==> config.mk <==
export PLATFORM = sky130hd
export DESIGN_NAME = bg_copy_engine
export DESIGN_NICKNAME = d
export VERILOG_FILES = /design/src/rtl/bg_copy_engine.sv
export SDC_FILE = /design/constraint.sdc
export NUM_CORES = 1
export LEC_CHECK = 0
export ABC_AREA = 1
export CORE_MARGIN = 3
export CORE_UTILIZATION = 50
export CTS_BUF_LIST = sky130_fd_sc_hd__clkbuf_2 sky130_fd_sc_hd__clkbuf_4 sky130_fd_sc_hd__clkbuf_8
export CTS_CLUSTER_SIZE = 30
export DETAILED_ROUTE_END_ITERATION = 8
export MAX_ROUTING_LAYER = met4
export PLACE_DENSITY = 0.87
export SYNTH_ARGS = -nofsm -noshare
export SYNTH_HDL_FRONTEND = slang
export SYNTH_SLANG_ARGS = --single-unit
==> constraint.sdc <==
create_clock -name Clk -period 2.1 [get_ports Clk]
set_input_delay 0.21 -clock Clk [delete_from_list [all_inputs] [get_ports Clk]]
set_output_delay 0.21 -clock Clk [all_outputs]
set_load 0.01 [all_outputs]
==> src/rtl/bg_copy_engine.sv <==
`default_nettype none
// ============================================================================
// Module   : bg_copy_engine
// Brief    : Copies one of NUM_BG full-screen images from external SRAM into
//            the on-chip frame buffer, or fills the frame buffer with a
//            constant word. Both sides use req/ack handshakes and a fixed
//            word count.
// Revision : 1.0 - initial release
// ============================================================================
module bg_copy_engine #(
  parameter int DATA_W    = 16,
  parameter int SRAM_AW   = 20,
  parameter int OCM_AW    = 19,
  parameter int NUM_BG    = 4,
  parameter int IMG_WORDS = 153600,
  parameter int SEL_W     = (NUM_BG > 1) ? $clog2(NUM_BG) : 1
) (
  input  logic               Clk,
  input  logic               Reset_n,
  input  logic               start,
  input  logic               abort,
  input  logic [SEL_W-1:0]   BG_Sel,
  input  logic               Mode,
  input  logic [DATA_W-1:0]  Fill_Data,
  output logic               SRAM_req,
  output logic [SRAM_AW-1:0] SRAM_ADDR,
  input  logic               SRAM_ack,
  input  logic [DATA_W-1:0]  SRAM_DATA,
  output logic               OCM_req,
  output logic [OCM_AW-1:0]  OCM_ADDR,
  output logic [DATA_W-1:0]  OCM_DATA,
  input  logic               OCM_ack,
  output logic               busy,
  output logic               done,
  output logic               aborted
);

  localparam int IDX_W = (IMG_WORDS > 1) ? $clog2(IMG_WORDS) : 1;

  localparam logic [IDX_W-1:0]   c_last_idx  = IDX_W'(IMG_WORDS - 1);
  localparam logic [SRAM_AW-1:0] c_img_words = SRAM_AW'(IMG_WORDS);
  localparam logic [OCM_AW-1:0]  c_bytes     = OCM_AW'(DATA_W / 8);
  localparam logic [31:0]        c_num_bg    = 32'(NUM_BG);

  typedef enum logic [2:0] {
    S_IDLE  = 3'd0,
    S_LATCH = 3'd1,
    S_RD    = 3'd2,
    S_WR    = 3'd3,
    S_DONE  = 3'd4
  } state_t;

  state_t             r_state;
  logic [SEL_W-1:0]   r_sel;
  logic               r_mode;
  logic [DATA_W-1:0]  r_fill;
  logic [DATA_W-1:0]  r_data;
  logic [IDX_W-1:0]   r_idx;
  logic [SRAM_AW-1:0] r_base;
  logic               r_aborted;

  // Control FSM: operand capture, word sequencing and abort handling.
  // Abort in any active state wins over every handshake, including the
  // final OCM ack; in IDLE it only suppresses a coincident start.
  always_ff @(posedge Clk or negedge Reset_n) begin
    if (!Reset_n) begin
      r_state   <= S_IDLE;
      r_sel     <= '0;
      r_mode    <= 1'b0;
      r_fill    <= '0;
      r_data    <= '0;
      r_idx     <= '0;
      r_base    <= '0;
      r_aborted <= 1'b0;
    end else begin
      r_aborted <= 1'b0;
      if ((r_state != S_IDLE) && abort) begin
        r_state   <= S_IDLE;
        r_aborted <= 1'b1;
      end else begin
        case (r_state)
          S_IDLE: begin
            if (start && !abort) begin
              r_state <= S_LATCH;
              // Selects beyond the stored image count fall back to image 0.
              r_sel   <= (32'(BG_Sel) >= c_num_bg) ? '0 : BG_Sel;
              r_mode  <= Mode;
              r_fill  <= Fill_Data;
              r_idx   <= '0;
            end
          end
          S_LATCH: begin
            // Multiply once per operation, truncated to the SRAM address space.
            r_base  <= SRAM_AW'(r_sel) * c_img_words;
            r_state <= r_mode ? S_WR : S_RD;
          end
          S_RD: begin
            if (SRAM_ack) begin
              r_data  <= SRAM_DATA;
              r_state <= S_WR;
            end
          end
          S_WR: begin
            if (OCM_ack) begin
              if (r_idx == c_last_idx) begin
                r_state <= S_DONE;
              end else begin
                r_idx   <= r_idx + IDX_W'(1);
                r_state <= r_mode ? S_WR : S_RD;
              end
            end
          end
          S_DONE: begin
            r_state <= S_IDLE;
          end
          default: begin
            r_state <= S_IDLE;
          end
        endcase
      end
    end
  end

  // Outputs decode from the state register or combine registered operands
  // only, so no input reaches an output within the same cycle.
  assign busy      = (r_state != S_IDLE);
  assign SRAM_req  = (r_state == S_RD);
  assign OCM_req   = (r_state == S_WR);
  assign done      = (r_state == S_DONE);
  assign aborted   = r_aborted;
  assign SRAM_ADDR = r_base + SRAM_AW'(r_idx);
  assign OCM_ADDR  = OCM_AW'(r_idx) * c_bytes;
  assign OCM_DATA  = r_mode ? r_fill : r_data;

endmodule
`default_nettype wire

==> results of run 1 <==
cell families after synthesis:
kind of cell / after synthesis
simple gates: 184
buf+inv: 72
compound gates: 69
flops: 63
mux: 20
fa+ha+maj: 12
xor+xnor: 12
other cells: 1
Yosys cell counts, types with 6 or more instances:
cell type	n
a21oi_1	25
dfrtp_1	63
mux2_2	20
o21ai_1	8
nand4_1	8
o21ai_0	24
ha_1	11
nand2_1	92
nor2_1	43
nand3_1	21
inv_1	43
buf_4	12
clkbuf_1	6
xor2_1	9
layout make-up:
cell class	instances	area [um^2]
clock inverter	6	45.0
tap	96	120
clock buffer	10	138
sequential	63	1580
multi-input combinational	298	1770
timing repair buffer	132	1220
fill	508	1870
inverter	46	175
state kept, by name, summed over array words and instances, names as in the netlist:
name,count
r_idx,18
r_data,16
r_fill,16
r_base,6
r_state,3
r_sel,2
aborted,1
r_mode,1
routing by layer:
| metal | part of all wire, % | GRT usage [%] | vias to the layer above |
|---|---|---|---|
| met5 | 0 | - | - |
| met3 | 9.2 | 7.62 | 28 |
| met1 | 41 | 29.9 | 1588 |
| li1 | - | - | 1632 |
| met2 | 47 | 39.4 | 182 |
| met4 | 2.0 | 8.79 | 0 |
final timing paths:
kind | slack [ns] | cells past startpoint | end
worst max-delay path | -0.03 | 9 | SRAM_ADDR[16]
max in group asynchronous | 1.02 | 3 | r_idx[6]$_DFFE_PN0P_
worst min register to register | 0.51 | 1 | r_fill[13]$_DFFE_PN0P_
min in group asynchronous | 0.49 | 2 | r_idx[12]$_DFFE_PN0P_
worst max register to register | 0.15 | 9 | r_idx[0]$_DFFE_PN0P_
worst min-delay path | 0.44 | 3 | r_sel[0]$_DFFE_PN0P_
worst register-to-register path, stage by stage, from the launching register on:
cell     delay (ns)
dfrtp_1        0.46
ha_1           0.28
nand2_2        0.11
nor2_4         0.14
and2_4         0.21
nand3_4        0.11
nand2_8        0.18
inv_2          0.16
nand3_1        0.12
o21ai_2        0.06
power groups by stage:
stage | logic, mW | clock network [mW] | registers (mW)
2_1_floorplan | 1.21 | 0 | 1.80
3_3_place_gp | 2.28 | 0 | 1.81
3_5_place_dp | 2.35 | 0 | 1.84
4_1_cts | 2.36 | 0.984 | 1.82
5_1_grt | 2.62 | 1.04 | 1.87
6_report | 2.38 | 0.978 | 1.83
timing repair:
| action | 4_1_cts | 5_1_grt |
|---|---|---|
| pin swaps | 4 | 4 |
| setup endpoints to repair | 9 | 15 |
| setup buffers | 3 | 2 |
| hold buffers | 1 | 0 |
| gates resized for setup | 36 | 10 |
| endpoints found under the hold margin | 29 | 0 |
| cloned | 0 | 0 |
==> results.json, run 1 <==
{
  "netlist.area_leader.share_pct": 43.6,
  "ys_top_cells_by_area": "dfrtp_1 44%, nand2_1 9.5%, mux2_2 6.2%",
  "tns_ns": -0.0704,
  "drv_cap": 0,
  "syn-instance-count": 433,
  "crit_type": "reg2out",
  "areaGrowthSynthToFinish_pct": 39.1,
  "synth_xor_area_share_pct": 2.90,
  "endpoint_kind": "output pin",
  "period_needed_ns": 2.13,
  "worstPathRequired_ns": 1.89,
  "start_util_pct": 52.4,
  "arrival_ns": 1.92,
  "final_cell_count_no_fill": 651,
  "cts-root-buf": "clkbuf_8",
  "finalMaxSlewViolations": 0,
  "yosys.area_share.simple_pct": 22.4,
  "cts_sinks": 63,
  "antenna_cells": 0,
  "synth_warnings": 0,
  "ir_drop_mv": 0.918,
  "synthMuxAreaShare_pct": 6.22,
  "ant_nets": 0,
  "final_core_util_pct": 72.9,
  "synth_top_area_cell": "dfrtp_1",
  "antenna_found_initial": 0,
  "slowest_delay_ns": 0.41,
  "r2r_start": "r_idx[1]$_DFFE_PN0P_",
  "grt_setup_unrepaired": "yes",
  "drt_pass1_iterations": 5,
  "hold_class": "in2reg",
  "pwr-share-clk_pct": 18.8,
  "drive_above_1_share_pct": 19.8,
  "worst_pin_slew_ns": 0.742,
  "ys_ff_latch": 63,
  "clkTransAtPathRegs_ns": 0.08,
  "yosysSeqAreaShare_pct": 43.6,
  "worst_hold_slack_ns": 0.443,
  "pre_cts_slack_ns": -0.231,
  "period_share_pct": 102,
  "clkLatencyLatePin_ns": 0.34,
  "power_frac_comb_pct": 45.9,
  "switching_power_mw": 1.91,
  "dpl.hpwl_um": 7020,
  "synth_top_flop_cell": "dfrtp_1",
  "clock_path_buffers": 2,
  "cp-start-kind": "register",
  "synthArstFlopShare_pct": 100,
  "slowest_stage": "dfrtp_1",
  "swShare_pct": 36.9,
  "layout.cells.most_common": "nand2_1",
  "dr.first_iter.drc_count": 174,
  "ioPinCount": 101,
  "internal_power_mw": 3.28,
  "grt_pass1_vias": 3439,
  "grt_max_degree": 35,
  "cts-buffers-inserted": 9,
  "syn_nets": 486,
  "portBuffers": 99,
  "synth_area_per_cell_um2": 8.36,
  "ys_types": 36,
  "violations": "negative setup slack",
  "fmax_mhz": 469,
  "crit_chain": "buf_6 > ha_4 > a21oi_2 > nand2_2 > nand2_1 > nand2_1 > a21oi_2 > xnor2_1 > buf_2",
  "coreArea_mm2": 0.00691,
  "die_h_um": 91.1,
  "cts_tree": "built",
  "total_power_mw": 5.19,
  "synth_compound_area_share_pct": 10.8,
  "cp_max_fo": 3,
  "crit_buf_inv": 2,
  "status": "complete, but fails checks",
  "netlist_area_mm2": 0.00362,
  "drcViolationCount": 0,
  "synth_edf_count": 0,
  "critPathLaunch": "r_idx[12]$_DFFE_PN0P_",
  "place_area_mm2": 0.00476,
  "path_delay_family": "flip-flops",
  "avgViaCountPerCell": 5.27,
  "mostFrequentLayoutCells": "91 x nand2_1, 90 x clkdlybuf4s50_1, 63 x dfrtp_1, 43 x nor2_1, 42 x inv_1",
  "h-tree-depth": 3,
  "grt_first_pass_wirelength_um": 16200,
  "p_seq_share_pct": 35.3,
  "synth-adder-area-share_pct": 4.36,
  "worstHoldStart": "BG_Sel[0]",
  "slew_headroom_pct": 50.6,
  "die_x_um": 91.1,
  "final_area_mm2": 0.00504,
  "vias": 3430,
  "routedWlPerCell_um": 14.8,
  "dieArea_mm2": 0.00830,
  "finalWirelength_um": 9650,
  "setup_viol": 3,
  "num_rows": 30,
  "grt_overflow_total": 0,
  "grt.total_usage_pct": 24.8,
  "powerDensity_mw_per_mm2": 1030,
  "fin_ws_ns": -0.0334,
  "dp.cells": 629,
  "finalClockSkew_ns": 0.0138,
  "synth_top_family_by_area": "simple AND/OR/NAND/NOR gates",
  "finalHoldViolCount": 0,
  "num-nets-final": 603,
  "routabilityCongestion": 0.931,
  "power.leakage_nw": 2.23
}
Note: power is estimated with default switching activity, not from simulation.
==> run 2: changes to the inputs <==
--- a/config.mk
+++ b/config.mk
@@ -6,6 +6,7 @@
 export NUM_CORES = 1
 export LEC_CHECK = 0
 export ABC_AREA = 1
+export CAP_MARGIN = 20
 export CORE_MARGIN = 3
 export CORE_UTILIZATION = 50
 export CTS_BUF_LIST = sky130_fd_sc_hd__clkbuf_2 sky130_fd_sc_hd__clkbuf_4 sky130_fd_sc_hd__clkbuf_8
==> results of run 2 <==
Same layout as run 1: the final DEF is identical, and so are final timing and power.
==> run 3: changes to the inputs <==
--- a/config.mk
+++ b/config.mk
@@ -8,12 +8,12 @@
 export ABC_AREA = 1
 export CAP_MARGIN = 20
 export CORE_MARGIN = 3
-export CORE_UTILIZATION = 50
+export CORE_UTILIZATION = 54
 export CTS_BUF_LIST = sky130_fd_sc_hd__clkbuf_2 sky130_fd_sc_hd__clkbuf_4 sky130_fd_sc_hd__clkbuf_8
 export CTS_CLUSTER_SIZE = 30
 export DETAILED_ROUTE_END_ITERATION = 8
 export MAX_ROUTING_LAYER = met4
-export PLACE_DENSITY = 0.87
+export PLACE_DENSITY = 0.93
 export SYNTH_ARGS = -nofsm -noshare
 export SYNTH_HDL_FRONTEND = slang
 export SYNTH_SLANG_ARGS = --single-unit
==> constraint.sdc (replaced) <==
create_clock -name Clk -period 2.77 [get_ports Clk]
set_input_delay 0.277 -clock Clk [delete_from_list [all_inputs] [get_ports Clk]]
set_output_delay 0.277 -clock Clk [all_outputs]
set_load 0.01 [all_outputs]
==> results.json, run 3 (synthesis results as in run 1) <==
{
  "portBuffers": 99,
  "drt_pass1_iterations": 7,
  "arrival_ns": 2.38,
  "fmax_mhz": 377,
  "mostFrequentLayoutCells": "95 x clkdlybuf4s50_1, 92 x nand2_1, 62 x dfrtp_1, 43 x inv_1, 43 x nor2_1",
  "hold_class": "in2async",
  "final_area_mm2": 0.00482,
  "grt_max_degree": 35,
  "dieArea_mm2": 0.00772,
  "place_area_mm2": 0.00458,
  "period_share_pct": 95.8,
  "cts_tree": "built",
  "grt_first_pass_wirelength_um": 15600,
  "avgViaCountPerCell": 5.63,
  "finalWirelength_um": 9640,
  "crit_chain": "ha_1 > a21oi_1 > o211ai_1 > xor2_1 > clkdlybuf4s50_1",
  "num_rows": 29,
  "cts-root-buf": "clkbuf_8",
  "dr.first_iter.drc_count": 219,
  "start_util_pct": 56.4,
  "layout.cells.most_common": "clkdlybuf4s50_1",
  "worstPathRequired_ns": 2.49,
  "largest_reg_flops": 18,
  "vias": 3405,
  "routedWlPerCell_um": 15.9,
  "slew_headroom_pct": 49.8,
  "reg.largest.list": "r_idx (18), r_data (16), r_fill (16)",
  "antenna_cells": 0,
  "slowest_delay_ns": 0.55,
  "finalMaxSlewViolations": 0,
  "antenna_found_initial": 0,
  "ioPinCount": 101,
  "cts_sinks": 63,
  "areaGrowthSynthToFinish_pct": 33.1,
  "dpl.hpwl_um": 6790,
  "regMostFlops": "r_idx",
  "endpoint_kind": "output pin",
  "clkTransAtPathRegs_ns": 0.07,
  "postCtsHoldBufs": 0,
  "total_power_mw": 4.03,
  "finalHoldViolCount": 0,
  "final_core_util_pct": 75.0,
  "drv_cap": 0,
  "power.leakage_nw": 2.13,
  "powerDensity_mw_per_mm2": 836,
  "grt_setup_unrepaired": "no",
  "cts_setup_buffers": 0,
  "cts-buffers-inserted": 9,
  "clock_path_buffers": 2,
  "cp-start-kind": "register",
  "cp_max_fo": 7,
  "r2r_slack_ns": 0.62,
  "die_x_um": 87.9,
  "status": "complete, no violations",
  "coreArea_mm2": 0.00642,
  "worst_hold_slack_ns": 0.00810,
  "reg2reg_depth": 7,
  "num-nets-final": 576,
  "finalClockSkew_ns": 0.00919,
  "tns_ns": 0,
  "drive_above_1_share_pct": 12.7,
  "ir_drop_mv": 0.625,
  "die_h_um": 87.9,
  "clkLatencyLatePin_ns": 0.34,
  "crit_type": "reg2out",
  "period_needed_ns": 2.65,
  "grt_pass1_vias": 3321,
  "h-tree-depth": 3,
  "drcViolationCount": 0,
  "slowest_stage": "clkdlybuf4s50_1",
  "grt.total_usage_pct": 26.8,
  "ant_nets": 0,
  "worst_pin_slew_ns": 0.753,
  "rr_endpoint": "r_idx[0]$_DFFE_PN0P_",
  "routabilityCongestion": 0.861,
  "r2r_start": "r_state[1]$_DFFE_PN0P_",
  "setup_viol": 0,
  "grt_overflow_total": 0
}
run 3: critical path: cells and delay by family (launching register included):
family                   cells  cell delay [ns]
buffers and inverters        1             0.55
flip-flops                   1             0.47
adder cells (fa/ha/maj)      1             0.45
XOR/XNOR                     1             0.18
AO/OA/AOI/OAI                2             0.40
run 3: timing repair:
item,CTS,global route
endpoints found under the setup margin,2,2
resized for setup,4,2
pin swaps,0,0
run 3: worst max-delay path by stage:
stage | startpoint | end | slack [ns] | cells past startpoint
floorplan | r_idx[11]$_DFFE_PN0P_ | SRAM_ADDR[17] | 0.66 | 8
global placement | r_base[17]$_DFFE_PN0P_ | SRAM_ADDR[17] | 0.30 | 9
detailed placement | r_base[17]$_DFFE_PN0P_ | SRAM_ADDR[17] | 0.11 | 9
CTS | r_idx[13]$_DFFE_PN0P_ | SRAM_ADDR[16] | 0.05 | 8
global route | r_idx[13]$_DFFE_PN0P_ | SRAM_ADDR[18] | 0.01 | 7
finish | r_idx[15]$_DFFE_PN0P_ | SRAM_ADDR[18] | 0.12 | 5
run 3: area by class of cell:
type	instances	area, um^2
clock buffer	10	138
inverter	46	173
tap	77	96.3
timing repair buffer	105	1040
fill	421	1610
multi-input combinational	298	1700
sequential	63	1580
clock inverter	6	92.6
run 3: report_power, final:
part	switching (mW)	internal [mW]
Sequential	0.177	1.23
Clock	0.383	0.536
Combinational	0.863	0.845
Total	1.42	2.61
run 3: metrics by stage:
step                      cells  setup slack (ns)
final                       605             0.117
after global routing        605            0.0103
after CTS                   605            0.0547
after detailed placement    589             0.111
after global placement      589             0.299
after floorplan             433             0.665
run 3: layer usage:
metal	vias to the layer above	global-route usage (%)	wire length, um
li1	1577	-	-
met1	1615	33.8	3860
met2	184	42.3	4770
met3	29	5.17	724
met4	0	11.4	280
met5	-	-	0
==> patch 1: new RTL, config.mk and constraints of run 3 <==
The parameter `SRAM_AW` goes from 20 to 40.
--- a/src/rtl/bg_copy_engine.sv
+++ b/src/rtl/bg_copy_engine.sv
@@ -9,7 +9,7 @@
 // ============================================================================
 module bg_copy_engine #(
   parameter int DATA_W    = 16,
-  parameter int SRAM_AW   = 20,
+  parameter int SRAM_AW   = 40,
   parameter int OCM_AW    = 19,
   parameter int NUM_BG    = 4,
   parameter int IMG_WORDS = 153600,
Interface: changed (resized SRAM_ADDR); port bits go from 101 to 121. No check against the original RTL was run, so the function may have changed too.
==> patch 1 against run 3 <==
The flow now finishes with violations (hold timing). Critical endpoint is now SRAM_ADDR[17]. First-iteration DRC count down 12%. Power is 0.47% lower. Non-clock buffer count rose by 1. Cell area grew 1.3%. Cell count increased by 3.8%. Wire length shrank 5.2%. Area after synthesis grew 3.3%. Count of clock-buffer cells in the layout is 1 higher. Worst setup slack gained 0.019 ns. Sequential cell count unchanged.
==> patch 1: results (changes against run 3) <==
stage	metric	value	unit	change
final_layout	ff_latch_area	1577	um2	was 1578 um2
status	violations	hold timing		
final_layout	final_cells	628		was 605
final_layout	layout.nonclk_buf_share	21.59	%	was 21.66%
final_layout	inv_count	47		was 46
drt	drt_pass1_iterations	5		was 7
drt	m1WireLength	3.726	mm	was 3.857 mm
global_route	grt.met3_usage	5.622	%	was 5.174%
global_route	grtUsageTotal	25.27	%	was 26.84%
status	status	finished with violations		was finished, final reports clean
global_route	grt_pass1_vias	3253		was 3321
sta	holdWs	-0.009654	ns	was 0.008096 ns
place	dp.cells	611		was 589
global_route	grt_start_max_net_pins	34		was 35
drt	wl_met2	4.560	mm	was 4.774 mm
final_layout	nets	599		was 576
logic_synthesis	yosysSeqAreaShare	42.17	%	was 43.55%
drt	dr.first_iter.drc_count	193		was 219
logic_synthesis	synthXorXnorAreaFrac	2.811	%	was 2.904%
final_layout	n_clock_buffer	11		was 10
place	dp_hpwl	6.593	mm	was 6.794 mm
place	place_congestion	0.8702		was 0.8610
worst_setup_path	regToRegSetupSlack	0.51	ns	was 0.62 ns
worst_setup_path	critPathArrivalTime	2.36	ns	was 2.38 ns
worst_setup_path	crit_start	r_idx[14]$_DFFE_PN0P_		was r_idx[15]$_DFFE_PN0P_
drt	dr_wl_met3	688	um	was 724 um
floorplanning	dieArea	7958	um2	was 7722 um2
final_layout	multi_input_gates	319		was 298
final_layout	clkCellAreaFrac	4.154	%	was 4.779%
global_route	grtUsageMet2	41.86	%	was 42.33%
global_route	use_met1	30.75	%	was 33.78%
logic_synthesis	avgSynthCellArea	8.253	um2	was 8.360 um2
worst_setup_path	r2r_end	r_idx[2]$_DFFE_PN0P_		was r_idx[0]$_DFFE_PN0P_
final_layout	multiInputGateArea	1774	um2	was 1697 um2
logic_synthesis	synth_fa_ha_area_share	4.217	%	was 4.355%
logic_synthesis	synth_area_leaders	dfrtp_1 (42%), nand2_1 (10%), buf_4 (6.4%), mux2_2 (6.0%), nor2_1 (4.5%)		was dfrtp_1 (44%), nand2_1 (9.5%), mux2_2 (6.2%), inv_1 (4.5%), nor2_1 (4.5%)
sta	worst_pin_slew	0.7487	ns	was 0.7528 ns
worst_setup_path	ff2ff_path_depth	10		was 7
final_layout	fillCellCount	456		was 421
sta	hold_viol	14		was 0
## patch 1: cell count changes after synthesis, moves of 2 or more
cell,delta
buf_4,+20
o21ai_0,+4
inv_2,+4
nor2_1,+2
nor3_1,-2
nand2_1,+8
nand3_1,-2
inv_1,-4
nand2_2,-3
buf_6,-2
o21ai_1,-5
## patch 1: power breakdown
group	leakage, nW	internal (mW)	switching [mW]
Clock	0.107	0.450	0.377
Sequential	0.772	1.23	0.185
Combinational	1.34	0.875	0.888
Total	2.22	2.56	1.45
## patch 1: worst min path at each step
stage | startpoint | to | slack, ns
6_report | Reset_n | r_idx[6]$_DFFE_PN0P_ | -0.01
4_1_cts | Reset_n | aborted$_DFF_PN0_ | 0.01
2_1_floorplan | Reset_n | aborted$_DFF_PN0_ | -0.02
3_3_place_gp | Reset_n | r_idx[7]$_DFFE_PN0P_ | 0.38
5_1_grt | Reset_n | aborted$_DFF_PN0_ | 0.04
3_5_place_dp | Reset_n | aborted$_DFF_PN0_ | 0.38
==> patch 2: new RTL, settings of run 3 <==
Without the edit above. Add an input register stage for `Mode`; this delays it by one clock. The other inputs are not delayed to match.
--- a/src/rtl/bg_copy_engine.sv
+++ b/src/rtl/bg_copy_engine.sv
@@ -50,6 +50,12 @@
     S_DONE  = 3'd4
   } state_t;
 
+  logic Mode_q;
+
+  always_ff @(posedge Clk) begin
+    Mode_q <= Mode;
+  end
+
   state_t             r_state;
   logic [SEL_W-1:0]   r_sel;
   logic               r_mode;
@@ -84,7 +90,7 @@
               r_state <= S_LATCH;
               // Selects beyond the stored image count fall back to image 0.
               r_sel   <= (32'(BG_Sel) >= c_num_bg) ? '0 : BG_Sel;
-              r_mode  <= Mode;
+              r_mode  <= Mode_q;
               r_fill  <= Fill_Data;
               r_idx   <= '0;
             end
Check against the original RTL: not equivalent (Yosys sat finds a counterexample within 4 cycles, from zero or initial values and one cycle with Reset_n low).
==> patch 2 against run 3 <==
Wire length is 2.2% lower. Utilization grew 0.37 points. Area after synthesis is 0.55% higher. Power increased by 1.6%. Worst setup slack lost 0.015 ns. Sequential cell count is 1 higher. Cell area rose by 1.1%. Highest routed layer unchanged.
==> patch 2: results (changes against run 3) <==
stage	metric	value	unit	change
status	status	finished, final reports clean		unchanged
worst_setup_path	critPathSlowestCell	clkdlybuf4s50_1		unchanged
drt	wl_per_cell	15.47	um	was 15.93 um
place	dp.cells	592		was 589
worst_setup_path	r2r-start	r_idx[0]$_DFFE_PN0P_		was r_state[1]$_DFFE_PN0P_
drt	routed_wl	9.421	mm	was 9.636 mm
sta	tns	0	ns	unchanged
sta	holdWs	0.4098	ns	was 0.008096 ns
sta	skew	0.004698	ns	was 0.009190 ns
power_and_ir_drop	p_leak	2.180	nW	was 2.127 nW
place	place_ws	0.3038	ns	was 0.1114 ns
logic_synthesis	yosysSeqAreaShare	43.86	%	was 43.55%
drt	dr.first_iter.drc_count	150		was 219
final_layout	nets	580		was 576
logic_synthesis	synth_cells	434		was 433
worst_setup_path	critPathMaxFanout	8		was 7
floorplanning	start_util	56.35	%	was 56.36%
sta	relSlewSlack	55.45	%	was 49.81%
global_route	grtUsageTotal	26.89	%	was 26.84%
logic_synthesis	ys_warn_count	0		unchanged
place	dp_hpwl	6.729	mm	was 6.794 mm
final_layout	fillCellCount	444		was 421
global_route	grt_pass1_wl	15.65	mm	was 15.57 mm
worst_setup_path	r2r_end	r_idx[8]$_DFFE_PN0P_		was r_idx[0]$_DFFE_PN0P_
place	place_area	4604	um2	was 4582 um2
power_and_ir_drop	vdd_drop_max	0.8259	mV	was 0.6247 mV
drt	viasPerCell	5.529		was 5.628
logic_synthesis	synth.distinct_cells	37		was 36
worst_setup_path	ff2ff_path_depth	9		was 7
worst_hold_path	hp-class	input port to register		was input port to asynchronous set/reset pin
global_route	grt_pass1_vias	3408		was 3321
logic_synthesis	synth_area_leaders	dfrtp_1 (43%), nand2_1 (9.5%), mux2_2 (6.2%), inv_1 (4.4%), nor2_1 (4.4%)		was dfrtp_1 (44%), nand2_1 (9.5%), mux2_2 (6.2%), inv_1 (4.5%), nor2_1 (4.5%)
-- patch 2: worst register-to-register path, stage by stage (launching register included) --
cell and delay, ns:
dfrtp_1 0.54, ha_1 0.30, nand2_2 0.11, nor2_4 0.15, and2_4 0.21, nand3_4 0.09, nand2_4 0.24, inv_2 0.21
nand2_1 0.13, o21ai_2 0.05
-- patch 2: cell type report --
type	count	area, um2	area share [%]
Multi-Input combinational cell	298	1697	34.85
Timing Repair Buffer	108	1062	21.82
Clock buffer	9	123.9	2.544
Sequential cell	64	1598	32.82
Inverter	46	172.7	3.547
Clock inverter	7	118.9	2.442
Tap cell	77	96.34	1.979
-- patch 2: worst max-delay path by stage --
stage | start | slack (ns) | cells past startpoint | end
2_1_floorplan | r_idx[11]$_DFFE_PN0P_ | 0.66 | 8 | SRAM_ADDR[17]
3_3_place_gp | r_base[17]$_DFFE_PN0P_ | 0.41 | 9 | SRAM_ADDR[17]
3_5_place_dp | r_base[17]$_DFFE_PN0P_ | 0.30 | 9 | SRAM_ADDR[17]
4_1_cts | r_base[17]$_DFFE_PN0P_ | 0.07 | 8 | SRAM_ADDR[19]
5_1_grt | r_idx[16]$_DFFE_PN0P_ | 0.01 | 7 | SRAM_ADDR[18]
6_report | r_idx[13]$_DFFE_PN0P_ | 0.10 | 7 | SRAM_ADDR[18]
-- patch 2: cells by family after synthesis --
| logic type | Yosys count | synth area share (%) |
|---|---|---|
| xor+xnor | 12 | 2.888 |
| other cells | 1 | 0.1030 |
| buf+inv | 72 | 9.625 |
| fa+ha+maj | 12 | 4.331 |
| flops | 64 | 43.86 |
| compound gates | 69 | 10.69 |
| simple gates | 184 | 22.31 |
| mux | 20 | 6.188 |
-- patch 2: timing repair --
action,4_1_cts,5_1_grt
endpoints found under the setup margin,2,3
hold endpoints to repair,26,0
resized for setup,2,5
hold buffers,1,0
setup buffers,0,0
cloned,0,0
-- patch 2: power by group --
group | leakage (nW) | internal [mW] | total [mW] | switching, mW
sequential | 0.776 | 1.24 | 1.41 | 0.174
clock | 0.116 | 0.599 | 0.991 | 0.392
combinational | 1.29 | 0.843 | 1.69 | 0.843
-- patch 2: layer usage --
| metal | wire (um) | global-route usage [%] | vias to the layer above |
|---|---|---|---|
| met5 | 0 | - | - |
| met2 | 4624 | 43.97 | 182 |
| met3 | 809 | 6.773 | 20 |
| li1 | - | - | 1582 |
| met4 | 146 | 8.791 | 0 |
| met1 | 3840 | 32.69 | 1583 |
